==> src/rtl/bf_stdout_ctrl.sv <==
// rtl/bf_stdout_ctrl.sv - CPU stdout byte buffer and UART transmit scheduler
//
// Buffers bytes strobed by the CPU into a circular FIFO and feeds them one at
// a time to a byte-wide UART transmitter via a start/busy handshake.
//
// Optional feature macro: BF_STDOUT_CRLF_EN
//   defined   - a buffered 0x0A is transmitted as 0x0D followed by 0x0A
//   undefined - bytes are transmitted verbatim
//
// Parameters:
//   FIFO_DEPTH_LOG2 - log2 of FIFO depth in bytes (2..8)
//
// Ports:
//   clk        in   clock, all state on rising edge
//   rst_n      in   asynchronous active-low reset
//   stdout_en  in   one-cycle CPU write strobe
//   stdout     in   [7:0] byte from CPU, sampled with stdout_en
//   cpu_stall  out  CPU must hold off new strobes while high
//   tx_data    out  [7:0] byte presented to UART, held between frames
//   tx_start   out  one-cycle transmit request
//   tx_busy    in   UART busy
//   fifo_level out  [FIFO_DEPTH_LOG2:0] bytes buffered
//   overflow   out  sticky, a strobe arrived while the FIFO was full

module bf_stdout_ctrl #(
    parameter int FIFO_DEPTH_LOG2 = 4
) (
    input  logic                       clk,
    input  logic                       rst_n,
    input  logic                       stdout_en,
    input  logic [7:0]                 stdout,
    output logic                       cpu_stall,
    output logic [7:0]                 tx_data,
    output logic                       tx_start,
    input  logic                       tx_busy,
    output logic [FIFO_DEPTH_LOG2:0]   fifo_level,
    output logic                       overflow
);

    localparam int DEPTH = 1 << FIFO_DEPTH_LOG2;

    localparam logic [FIFO_DEPTH_LOG2:0]   LVL_FULL = {1'b1, {FIFO_DEPTH_LOG2{1'b0}}};
    localparam logic [FIFO_DEPTH_LOG2:0]   LVL_NEAR = {1'b0, {FIFO_DEPTH_LOG2{1'b1}}};
    localparam logic [FIFO_DEPTH_LOG2:0]   LVL_ONE  = {{FIFO_DEPTH_LOG2{1'b0}}, 1'b1};
    localparam logic [FIFO_DEPTH_LOG2-1:0] PTR_ONE  = {{(FIFO_DEPTH_LOG2-1){1'b0}}, 1'b1};

    localparam logic [7:0] CHR_LF = 8'h0A;
`ifdef BF_STDOUT_CRLF_EN
    localparam logic [7:0] CHR_CR = 8'h0D;
`endif

    typedef enum logic [1:0] {
        ST_IDLE  = 2'd0,
        ST_START = 2'd1,
        ST_ACK   = 2'd2,
        ST_DONE  = 2'd3
    } tx_state_t;

    tx_state_t state;
    tx_state_t state_nxt;

    logic [7:0]                 mem [DEPTH];
    logic [FIFO_DEPTH_LOG2-1:0] wr_ptr;
    logic [FIFO_DEPTH_LOG2-1:0] rd_ptr;
    logic [7:0]                 head;

    logic                       fifo_full;
    logic                       fifo_empty;
    logic                       push;
    logic                       pop;
    logic                       load;
    logic [7:0]                 load_val;

`ifdef BF_STDOUT_CRLF_EN
    logic                       pend_lf;
    logic                       plf_set;
    logic                       plf_clr;
`endif

    // Full/empty are judged on the registered level only, so a strobe at
    // full is dropped even if the FSM pops in the same cycle.
    assign fifo_full  = (fifo_level == LVL_FULL);
    assign fifo_empty = (fifo_level == '0);
    assign push       = stdout_en && !fifo_full;
    assign head       = mem[rd_ptr];

    // Stall one entry early: a strobe already in flight when stall rises
    // still finds a free slot.
    assign cpu_stall  = (fifo_level >= LVL_NEAR);

    // Decoded from the state register so it falls immediately on reset.
    assign tx_start   = (state == ST_START);

    // ------------------------------------------------------------------
    // Transmit sequencer: next state and data-load decisions
    // ------------------------------------------------------------------
    always_comb begin
        state_nxt = state;
        pop       = 1'b0;
        load      = 1'b0;
        load_val  = head;
`ifdef BF_STDOUT_CRLF_EN
        plf_set   = 1'b0;
        plf_clr   = 1'b0;
`endif
        case (state)
            ST_IDLE: begin
                if (!fifo_empty && !tx_busy) begin
                    pop       = 1'b1;
                    load      = 1'b1;
                    state_nxt = ST_START;
`ifdef BF_STDOUT_CRLF_EN
                    // Send CR first; the LF follows from DONE without
                    // touching the FIFO again.
                    if (head == CHR_LF) begin
                        load_val = CHR_CR;
                        plf_set  = 1'b1;
                    end
`endif
                end
            end
            ST_START: begin
                state_nxt = ST_ACK;
            end
            ST_ACK: begin
                if (tx_busy) begin
                    state_nxt = ST_DONE;
                end
            end
            ST_DONE: begin
                if (!tx_busy) begin
`ifdef BF_STDOUT_CRLF_EN
                    if (pend_lf) begin
                        load      = 1'b1;
                        load_val  = CHR_LF;
                        plf_clr   = 1'b1;
                        state_nxt = ST_START;
                    end else begin
                        state_nxt = ST_IDLE;
                    end
`else
                    state_nxt = ST_IDLE;
`endif
                end
            end
            default: begin
                state_nxt = ST_IDLE;
            end
        endcase
    end

    // ------------------------------------------------------------------
    // FIFO storage (no reset: contents are qualified by the level counter)
    // ------------------------------------------------------------------
    always_ff @(posedge clk) begin
        if (push) begin
            mem[wr_ptr] <= stdout;
        end
    end

    // ------------------------------------------------------------------
    // Control state
    // ------------------------------------------------------------------
    always_ff @(posedge clk or negedge rst_n) begin
        if (!rst_n) begin
            state      <= ST_IDLE;
            wr_ptr     <= '0;
            rd_ptr     <= '0;
            fifo_level <= '0;
            overflow   <= 1'b0;
            tx_data    <= 8'h00;
        end else begin
            state <= state_nxt;

            if (push) begin
                wr_ptr <= wr_ptr + PTR_ONE;
            end
            if (pop) begin
                rd_ptr <= rd_ptr + PTR_ONE;
            end

            if (push && !pop) begin
                fifo_level <= fifo_level + LVL_ONE;
            end else if (pop && !push) begin
                fifo_level <= fifo_level - LVL_ONE;
            end

            if (stdout_en && fifo_full) begin
                overflow <= 1'b1;
            end

            if (load) begin
                tx_data <= load_val;
            end
        end
    end

`ifdef BF_STDOUT_CRLF_EN
    always_ff @(posedge clk or negedge rst_n) begin
        if (!rst_n) begin
            pend_lf <= 1'b0;
        end else if (plf_set) begin
            pend_lf <= 1'b1;
        end else if (plf_clr) begin
            pend_lf <= 1'b0;
        end
    end
`endif

endmodule

==> config.mk <==
export PLATFORM = sky130hd
export DESIGN_NAME = bf_stdout_ctrl
export DESIGN_NICKNAME = d
export VERILOG_FILES = /design/src/rtl/bf_stdout_ctrl.sv
export SDC_FILE = /design/constraint.sdc
export NUM_CORES = 1
export LEC_CHECK = 0
export CAP_MARGIN = 20
export CORE_ASPECT_RATIO = 1.4
export CORE_MARGIN = 2
export CORE_UTILIZATION = 35
export CTS_CLUSTER_DIAMETER = 80
export DETAILED_ROUTE_END_ITERATION = 8
export SYNTH_ARGS = -nofsm -noshare
export SYNTH_HDL_FRONTEND = slang
export SYNTH_SLANG_ARGS = --single-unit
==> constraint.sdc <==
create_clock -name clk -period 5.88 [get_ports clk]
set_input_delay 0.588 -clock clk [delete_from_list [all_inputs] [get_ports clk]]
set_output_delay 0.588 -clock clk [all_outputs]
set_load 0.005 [all_outputs]
Yosys cells after proc, flatten, opt, wreduce, memory -nomap -nowiden:

Memory sizes are Yosys's and may differ from the RTL's. A register that Yosys moved wholly into a read port is not among the register bits.
Index checks and enable logic that the tools add are counted.

* memory bits (writable): 128
* register bits after elaboration: 16
* logic and storage cells: 43
* memories kept: 1

* magnitude comparators: 1
* add/subtract/negate cells: 4
* equality and inequality tests: 7
* muxes and demuxes: 10
* reduce and logical (&&, ||, !) cells: 15

Memories
* mem: depth 16, width 8, read ports 1, clocked after memory_dff 1, wr ports 1, line 62 `logic [7:0] mem [DEPTH];`

Operator list (number)
* $mux 5: 2
* $add 4x1->4 const B: 2
* $pmux 2 s4: 1
* $logic_not 1->1: 6
* $mux 2: 3
* $ne 2x2->1 const B: 3
* $add 5x1->5 const B: 1
* $eq 5x5->1 const B: 1
* $ge 5x4->1 const B: 1
* $logic_and 1x1->1: 5
* $logic_not 5->1: 1
* $sub 5x1->5 const B: 1
* $eq 2x2->1 const B: 2
* $mux 1: 4
* $reduce_and 3->1: 1
* $eq 2x1->1 const B: 1
* $logic_not 2->1: 1
* $reduce_bool 2->1: 1

Longest topological paths before layout:

* depth after elaboration: 8
* gate-level depth with buffers: 13
* mapped depth without buffers: 12

Worst setup path after synthesis:

Ideal clock, no wire load.

* path type: register to register
* from: register fifo_level[3]
* to: register fifo_level[4]
* path slack: 3.170 ns
* period minus slack after synthesis: 2.710 ns
* required time: 5.800 ns
* stages on the path, launching flop included: 12
* setup time: 0.080 ns
* path buffers: 1
* arrival: 2.630 ns
* cell sequence: dfrtp_1 -> nor4_2 -> a21oi_1 -> clkbuf_1 -> inv_1 -> ha_1 -> inv_1 -> fa_1 -> a21o_1 -> a21oi_1 -> mux2i_1 -> xnor2_1

* cells in the longest elaborated chain, start to end: 8
* elaborated cells between the ends (all ways): 17

RTL lines
* from (decl): line 36 `output logic [FIFO_DEPTH_LOG2:0] fifo_level,`
* from (signal assigned): line 183 `fifo_level <= fifo_level + LVL_ONE;`
* from (signal assigned): line 185 `fifo_level <= fifo_level - LVL_ONE;`
* $logic_not 5->1: line 83 `assign fifo_empty = (fifo_level == '0);`
* $logic_not 1->1: line 108 `if (!fifo_empty && !tx_busy) begin`
* $logic_and 1x1->1: line 108
* $mux 1: line 108
* $mux 1: line 106 `case (state)`
* $logic_not 1->1: line 182 `if (push && !pop) begin`
* $logic_and 1x1->1: line 182
* $mux 5 or $reduce_bool 2->1 (tied branches)

Parallel ways exist; a longest one is shown, timed or not. The select of a mux whose other input is x is not followed.
A chain may end at the register's enable or synchronous reset.

Worst setup path in the final report:

* from: register fifo_level[2]
* to: register fifo_level[4]

The elaborated chain is that of the path after synthesis.

==> reports/metrics.cfg <==
[timing]
fin_worst_skew_ps = 9.93
fmax_ghz = 0.346
maxSlewViolCount = 0
finalCritPeriodShare_pct = 49.1
fin_tns_setup_ps = 0
tightest_slew_ps = 967
fin_ws_ps = 2990
setup_viol = 0
period_minus_slack_ps = 2890
final_hold_viol_count = 0
whs_ps = 469
relSlewSlack_pct = 35.3
rsz0062_at_grt = no

[logic_synthesis]
synth.top_cell.area_share_pct = 62.2
syn_avg_cell_area_um2 = 19.3
synth_area_um2 = 6180
yosysMostFrequentCell = edfxtp_1
synth_common_cells = edfxtp_1, dfrtp_1, mux4_2
synth_fp_nets = 347
synth.distinct_cells = 35
yosys_most_used_dff = edfxtp_1
synth.largest_area_cell = edfxtp_1
synth_edf_count = 128
ys_async_sr_fraction_pct = 15.8
netlist_instances = 321
synth_area_leaders = edfxtp_1, dfrtp_1, mux4_2
ys_ff_latch = 152
yosysSeqAreaShare_pct = 71.9
yosysWarnings = 0

[power]
vdd.ir_drop.worst_v = 0.000209
seqPwrFrac_pct = 42.3
clkPwrFrac_pct = 29.6
internal_power_mw = 2.49
p_leak_nw = 2.47
p_per_area_nw_per_um2 = 492
p_comb_share_pct = 28.1
swShare_pct = 30.8
p_total_mw = 3.59
p_sw_mw = 1.11

[placed_design]
dp.cells = 575
gp_congestion = 0.742
pre_cts_ws_ps = 2720
io_buffers = 27
hpwl_um = 7890

[clock_tree]
numCtsBuffers = 17
cts_repair_resize_count = 0
cts.sinks = 152
clockBufferDepth = 2
htree_levels = 4
postCtsSetupBuffers = 0
clkLatencyLatePin_ps = 420
cts-root-buf = clkbuf_16
cts.clk_slew.worst_paths_ps = 70
holdBufCountCts = 0
cts_tree = yes

[die]
die_h_um = 161
start_util_pct = 35.7
coreArea_um2 = 17300
row_count = 57
num_io_pins = 28
die_area_um2 = 18800
dieWidth_um = 116

[worst_setup_path]
critical_path.startpoint = fifo_level[2]
r2r_cells = 11
r2r_end = fifo_level[4]
critical_path_class = flip-flop to flip-flop
r2r-start = fifo_level[2]
worstSetupEndpoint = fifo_level[4]
r2r_slack_ps = 2990
required_ps = 6220
endpoint_kind = flip-flop
worstPathMaxFanout = 21
cp.arrival_ps = 3230
cp-start-kind = flip-flop

[route]
drtIter0Drc = 266
via_count = 2974
vias_per_cell = 4.89
drt_pre_antenna_iters = 4
ant_nets = 0
wl_um = 11800
drc = 0
wl_per_cell_um = 19.5

[global_routing]
grt_pass1_vias = 3175
grt_max_degree = 35
grt.overflow.total = 0
grt_first_pass_wirelength_um = 18400
antenna_found_initial = 0
grt_use_total_pct = 13.6

[cells_and_area]
syn2layout_area_growth_pct = 18.0
n_fill_cell = 1512
drive_gt1_share_pct = 20.4
fin_cells = 608
nets = 385
antenna_cells = 0

[worst_hold_path]
min_path_type = flip-flop to flip-flop

[run_status]
status = finished, final reports clean

[run]
maxCapViolCount = 0

-- layout make-up --
class / instances / area (um^2) / share of cell area (%)
clock buffer: 17 / 425 / 5.83
clock inverter: 15 / 155 / 2.13
inverter: 8 / 30.0 / 0.412
multi-input combinational: 146 / 1610 / 22.1
sequential: 152 / 4450 / 60.9
tap: 236 / 295 / 4.05
timing repair buffer: 34 / 330 / 4.53
-- registers in the layout, summed over array words and instances (netlist names) --
register and flops:
mem 128, fifo_level 5, overflow 1, state 2, wr_ptr 4, tx_data 8
rd_ptr 4
-- metrics by stage --
step	cell area, um^2	utilization, %
after floorplan	6180	-
after global placement	6700	38.7
after detailed placement	6700	38.7
after CTS	7280	42.0
after global routing	7300	42.1
final	7300	42.1
-- worst max-delay path: stages, from the launching register on --
cell,delay [ps]
dfrtp_1,450
nor4_2,530
a21oi_1,140
buf_4,220
inv_1,80
ha_1,150
inv_1,100
fa_1,410
a21o_1,180
a21oi_1,170
mux2i_1,230
xnor2_1,140
-- per-layer routing --
layer	part of all wire [%]	global-route usage, %	routed length (um)	up-vias
met3	3.3	3.30	387	13
li1	-	-	-	1370
met2	56	24.3	6650	56
met1	39	15.9	4650	1535
met5	0	0	0	-
met4	1.3	4.55	157	0
-- how the worst min path moves through the flow --
stage / end / from / slack, ps / cells past startpoint
global route: overflow / overflow / 490 / 1
global placement: overflow / overflow / 460 / 1
detailed placement: overflow / overflow / 460 / 1
CTS: overflow / overflow / 470 / 1
floorplan: fifo_level[0] / rst_n / 290 / 0
finish: overflow / overflow / 470 / 1
-- cell families after synthesis --
group | share of synthesized area [%]
AO/OA/AOI/OAI | 4.25
XOR/XNOR | 1.42
adder cells (fa/ha/maj) | 2.95
buffers and inverters | 2.00
flip-flops | 71.9
multiplexers | 14.8
AND/OR/NAND/NOR | 2.69
-- power by group through the flow --
stage,Combinational [mW],Sequential (mW),Clock (mW)
2_1_floorplan,0.780,1.44,0
3_3_place_gp,1.00,1.53,0
3_5_place_dp,1.02,1.54,0
4_1_cts,1.03,1.52,1.08
5_1_grt,1.11,1.54,1.12
6_report,1.01,1.52,1.07
-- cell usage in the layout, fill, tap and decap left out, drive strengths merged --
cell and instances:
nor4 1, clkinv 4, mux4 32, o21ai 3
a41o 1, dfrtp 24, a21boi 1, clkinvlp 1
xor2 1, bufinv 1, nor3 4, a31o 1
ha 13, mux2 12, a21oi 12, nand4 2
a221oi 1, inv 17, or2 1, a21o 3
buf 7, nand2 10, mux2i 1, o22ai 16
clkdlybuf4s50 27, o32ai 1, xnor2 9, a22o 1
nor2 14, nor2b 1, clkbuf 17, fa 1
a211o 1, nand2b 3, edfxtp 128
No activity file was read; power rests on OpenSTA's default activity.
